**src/rtl/bimodal_predictor.sv**
```systemverilog
// bimodal_predictor: table of 2^INDEX_W two-bit saturating counters indexed by PC,
// with a registered prediction port and a separate resolve/update port.
// After reset an INIT sweep writes weak-not-taken (01) into every entry, so the
// table needs no reset and can map onto plain RAM.
// Optional build macro: BP_GSHARE_EN -- XORs a global history register into the
// request index. The port list is the same with or without it.
module bimodal_predictor #(
  parameter int unsigned INDEX_W = 6,
  parameter int unsigned PC_W    = 32
) (
  input  logic               clk_i,
  input  logic               rst_i,
  output logic               ready_o,
  input  logic               req_valid_i,
  input  logic [PC_W-1:0]    req_pc_i,
  output logic               rsp_valid_o,
  output logic               rsp_taken_o,
  output logic [1:0]         rsp_ctr_o,
  output logic [INDEX_W-1:0] rsp_idx_o,
  input  logic               upd_valid_i,
  input  logic [INDEX_W-1:0] upd_idx_i,
  input  logic               upd_taken_i
);

  localparam int unsigned        DEPTH    = 1 << INDEX_W;
  localparam logic [INDEX_W-1:0] LAST_IDX = INDEX_W'(DEPTH - 1);
  localparam logic [1:0]         CTR_INIT = 2'b01;

  typedef enum logic {
    ST_INIT = 1'b0,
    ST_RUN  = 1'b1
  } state_e;

  state_e             state_q, state_d;
  logic [INDEX_W-1:0] ptr_q, ptr_d;
  logic               ready_q;
  logic               rsp_valid_q;
  logic               rsp_taken_q;
  logic [1:0]         rsp_ctr_q;
  logic [INDEX_W-1:0] rsp_idx_q;

  logic [1:0]         table_q [DEPTH];

  logic               init_we;
  logic               upd_we;
  logic               req_acc;
  logic [INDEX_W-1:0] pc_idx;
  logic [INDEX_W-1:0] rd_idx;
  logic [1:0]         rd_ctr;
  logic [1:0]         upd_cur;
  logic [1:0]         upd_ctr;
  logic               unused_pc_bits;

  // PC bits outside the index field carry no information for the predictor
  assign unused_pc_bits = ^{req_pc_i[PC_W-1:INDEX_W+2], req_pc_i[1:0]};
  assign pc_idx         = req_pc_i[INDEX_W+1:2];

`ifdef BP_GSHARE_EN
  logic [INDEX_W-1:0] ghr_q, ghr_d;

  // Global history shifts in each resolved direction while running
  always_comb begin
    ghr_d = ghr_q;
    if (upd_we) begin
      ghr_d = {ghr_q[INDEX_W-2:0], upd_taken_i};
    end
  end

  // Global history register
  always_ff @(posedge clk_i) begin
    if (rst_i) begin
      ghr_q <= '0;
    end else begin
      ghr_q <= ghr_d;
    end
  end

  assign rd_idx = pc_idx ^ ghr_q;
`else
  assign rd_idx = pc_idx;
`endif

  assign rd_ctr  = table_q[rd_idx];
  assign upd_cur = table_q[upd_idx_i];

  // Saturating +/-1 on the counter being trained
  always_comb begin
    upd_ctr = upd_cur;
    if (upd_taken_i) begin
      if (upd_cur != 2'b11) upd_ctr = upd_cur + 2'b01;
    end else begin
      if (upd_cur != 2'b00) upd_ctr = upd_cur - 2'b01;
    end
  end

  // INIT/RUN next-state, sweep pointer and port enables; reset blocks all writes
  always_comb begin
    state_d = state_q;
    ptr_d   = ptr_q;
    init_we = 1'b0;
    upd_we  = 1'b0;
    req_acc = 1'b0;
    case (state_q)
      ST_INIT: begin
        init_we = 1'b1;
        ptr_d   = ptr_q + INDEX_W'(1);
        if (ptr_q == LAST_IDX) begin
          state_d = ST_RUN;
        end
      end
      ST_RUN: begin
        upd_we  = upd_valid_i;
        req_acc = req_valid_i;
      end
      default: begin
        state_d = ST_INIT;
      end
    endcase
    if (rst_i) begin
      init_we = 1'b0;
      upd_we  = 1'b0;
      req_acc = 1'b0;
    end
  end

  // State register and sweep pointer
  always_ff @(posedge clk_i) begin
    if (rst_i) begin
      state_q <= ST_INIT;
      ptr_q   <= '0;
      ready_q <= 1'b0;
    end else begin
      state_q <= state_d;
      ptr_q   <= ptr_d;
      ready_q <= (state_d == ST_RUN);
    end
  end

  // Counter table: sweep writes in INIT, training writes in RUN (no reset, RAM-like)
  always_ff @(posedge clk_i) begin
    if (init_we) begin
      table_q[ptr_q] <= CTR_INIT;
    end else if (upd_we) begin
      table_q[upd_idx_i] <= upd_ctr;
    end
  end

  // Registered prediction; fields hold their last value when idle
  always_ff @(posedge clk_i) begin
    if (rst_i) begin
      rsp_valid_q <= 1'b0;
      rsp_taken_q <= 1'b0;
      rsp_ctr_q   <= 2'b00;
      rsp_idx_q   <= '0;
    end else begin
      rsp_valid_q <= req_acc;
      if (req_acc) begin
        rsp_taken_q <= rd_ctr[1];
        rsp_ctr_q   <= rd_ctr;
        rsp_idx_q   <= rd_idx;
      end
    end
  end

  assign ready_o     = ready_q;
  assign rsp_valid_o = rsp_valid_q;
  assign rsp_taken_o = rsp_taken_q;
  assign rsp_ctr_o   = rsp_ctr_q;
  assign rsp_idx_o   = rsp_idx_q;

endmodule

```
**config.mk**
```make
export PLATFORM = sky130hd
export DESIGN_NAME = bimodal_predictor
export DESIGN_NICKNAME = d
export VERILOG_FILES = /design/src/rtl/bimodal_predictor.sv
export SDC_FILE = /design/constraint.sdc
export NUM_CORES = 1
export LEC_CHECK = 0
export BUFFER_PORTS_ARGS = -buffer_cell sky130_fd_sc_hd__buf_2
export CORE_MARGIN = 2
export CORE_UTILIZATION = 45
export DETAILED_ROUTE_END_ITERATION = 10
export HOLD_SLACK_MARGIN = 0.05
export SETUP_SLACK_MARGIN = 0.5
export SLEW_MARGIN = 40
export SYNTH_ARGS = -nofsm -noshare
export SYNTH_HDL_FRONTEND = slang
export SYNTH_SLANG_ARGS = --single-unit
```
**constraint.sdc**
```tcl
create_clock -name clk_i -period 4.1 [get_ports clk_i]
set_clock_uncertainty 0.15 [all_clocks]
set_input_delay 0.41 -clock clk_i [delete_from_list [all_inputs] [get_ports clk_i]]
set_output_delay 0.41 -clock clk_i [all_outputs]
set_load 0.02 [all_outputs]
```
==> impl_metrics.toml <==
[outcome]
status = "finished clean"

[synthesis]
yosysWarnings = 0
synth_ff_type = "edfxtp_1"
synth_top_family_by_area = "multiplexers"
synth_nets = 530
avgSynthCellArea_sq_um = 15.1
synthCells = 486
synth_edf_count = 128
synth_compound_area_share_pct = 4.10
synth_xor_xnor_area_share_pct = 0.595
ys_types = 54
synth_fa_ha_area_share_pct = 0.476
ys_seq_elements = 144
syn_area_sq_um = 7360
yosys-mux-area-fraction_pct = 24.8
async_flop_share_pct = 0
synth_seq_area_share_pct = 56.6
yosys.area_share.simple_pct = 9.71

[worst_setup_path]
cp_max_fo = 40
r2r_start = "ready_o"
endpoint_kind = "flop"
crit_buf_inv = 3
cp-start-kind = "input pin"
rrSetupSlack_ps = 1200
crit_family = "buffers and inverters"
cp_slowest_cell = "mux4_2"
crit_type = "in2reg"
r2r_cells = 5
crit_required_ps = 4140
reg2reg_to = "table_q[16][1]"
crit_top_cell = "buf_4"
arrival_ps = 3070
max_stage_delay_ps = 540
path_cells = "buf_2 > buf_4 > mux4_2 > o2111ai_1 > and3_1 > a31oi_1 > maj3_2 > nand3_2 > buf_4"

[power]
p_leak_nw = 2.97
ir_drop_mv = 0.287
cellPowerDensity_nw_per_um2 = 411

[placed_design]
portBuffers = 27
gp_congestion = 0.828
dpl.hpwl_mm = 11.9

[cells_and_area]
layout_commonest_cell = "edfxtp_1"
syn_to_final_growth_pct = 12.2
nNetsFinal = 554
diodes = 0
multi_input_area_sq_um = 2930
drive_gt1_share_pct = 25.2
final_cell_mix = "128 x edfxtp_1, 83 x nor2_1, 48 x mux4_2, 33 x nand2_1, 27 x buf_2"
final-seq-area_sq_um = 4160
fillers = 1331

[clocking]
cts_htree_levels = 4
cts_resized = 0
postCtsSetupBuffers = 0
clk_path_buf_depth = 2
cts_hold_buf = 0
root_buffer = "clkbuf_16"
clkTransAtPathRegs_ps = 60
cts.sinks = 144
cts_buffers = 17
cts_tree = "built"
insertion_delay_ps = 430

[hold_path]
min_to = "rsp_idx_o[4]"
hold_path_class = "in2reg"
hold_start = "req_pc_i[6]"
min_path_cells = 3

[routing]
wirelength_mm = 17.6
drtPass1Iterations = 5
vias_per_cell = 6.04
ant_nets = 0
wire_per_inst_um = 23.8
post-route-drc-count = 0
drtIter0Drc = 434
vias = 4467

[global_routing]
overflow = 0
grt_pass1_vias = 4478
grt_use_total_pct = 21.2
grt_max_degree = 41
antenna_found_initial = 0
grt_pass1_wl_mm = 26.6

[floorplan]
dieArea_sq_um = 17400
num_rows = 46
coreArea_sq_um = 15900
start_util_pct = 46.2
die_w_um = 132
die_h_um = 132
pin_count = 54

[sta]
rsz0062_at_grt = "false"
fin_tns_setup_ps = 0
fin_hold_ws_ps = 104
final_hold_viol_count = 0
drv_slew = 0
final.period_utilization_pct = 73.8
fmax_mhz = 331
min_period_ps = 3020
maxSlewHeadroom_pct = 56.6
setup_viol_count_final = 0
tightest_slew_ps = 652

[flow_run]
cap_violations = 0
-- area by class of cell --
type / instances / area share (%)
Clock inverter: 14 / 2.32
Inverter: 4 / 0.182
Timing Repair Buffer: 40 / 3.12
Clock buffer: 18 / 5.20
Tap cell: 216 / 3.27
Sequential cell: 144 / 50.4
Multi-Input combinational cell: 303 / 35.5
-- registers in the layout (all words and copies together), names as in the netlist --
name,flops
table_q,128
ptr_q,6
rsp_idx_o,6
ready_o,1
rsp_ctr_o,1
rsp_taken_o,1
rsp_valid_o,1
-- through the flow --
step | cell area (sq um) | util [%] | setup slack [ps] | instances | power, W
finish | 8260 | 51.8 | 1080 | 739 | 0.00339
global route | 8260 | 51.8 | 880 | 739 | 0.00349
CTS | 8260 | 51.8 | 874 | 739 | 0.00341
detailed placement | 7640 | 47.9 | 567 | 707 | 0.00182
global placement | 7640 | 47.9 | 605 | 707 | 0.00182
floorplan | 7360 | - | 588 | 486 | 0.00177
-- logic make-up (layout without fill, tap and decap cells) --
group                      Yosys count  count (layout)
and+or+nand+nor                    161             161
AOI/OAI and AO/OA                   44              44
muxes                               90              90
buffers and inverters               39              76
xor gates and xnor gates             5               5
adders and majority gates            3               3
DFF                                144             144
-- worst max path at each step --
stage                       startpoint        endpoint  cells after the start
after CTS                      ready_o  table_q[16][1]                      5
after floorplan           upd_idx_i[0]   table_q[0][0]                      8
after global routing      upd_idx_i[0]  table_q[50][0]                      9
final                     upd_idx_i[0]  table_q[14][0]                      9
after global placement    upd_idx_i[0]   table_q[6][0]                      9
after detailed placement  upd_idx_i[0]  table_q[59][1]                     10
-- worst register-to-register path: stages, from the launching register on --
cell	delay (ps)
dfxtp_1	580
nor2b_1	350
nand2_2	380
o31ai_1	400
nand2_1	420
nor2_1	310
-- cell usage after synthesis, drive strengths merged, types with 2 or more instances --
master | count | area, sq um
a22oi | 3 | 22.5
a311oi | 2 | 17.5
a31o | 2 | 17.5
a31oi | 3 | 18.8
and2 | 2 | 12.5
buf | 23 | 219
clkbuf | 12 | 45.0
dfxtp | 16 | 320
edfxtp | 128 | 3840
inv | 4 | 15.0
maj3 | 2 | 22.5
mux2 | 2 | 22.5
mux2i | 20 | 200
mux4 | 68 | 1600
nand2 | 34 | 128
nand2b | 10 | 62.6
nand3 | 11 | 55.1
nand3b | 6 | 45.0
nand4b | 2 | 17.5
nor2 | 84 | 315
nor2b | 3 | 18.8
nor3b | 2 | 15.0
o211ai | 6 | 45.0
o21a | 2 | 15.0
o21ai | 14 | 70.1
o31ai | 2 | 15.0
or3 | 2 | 12.5
xnor2 | 2 | 17.5
xor2 | 3 | 26.3
-- layer usage --
metal	part of all wire, %	GRT usage [%]	vias to the layer above	wire length, um
met5	0	0	-	0
met4	2.0	8.33	0	352
met3	5.7	4.81	20	1000
met2	50	34.5	171	8820
met1	42	27.8	2295	7400
li1	-	-	1981	-
-- where the power goes --
group          internal, W  leakage [nW]  switching, W
logic            0.0000856          1.17      0.000115
clock network      0.00101         0.283      0.000594
registers          0.00158          1.52    0.00000645
No activity file was read; power rests on OpenSTA's default activity.
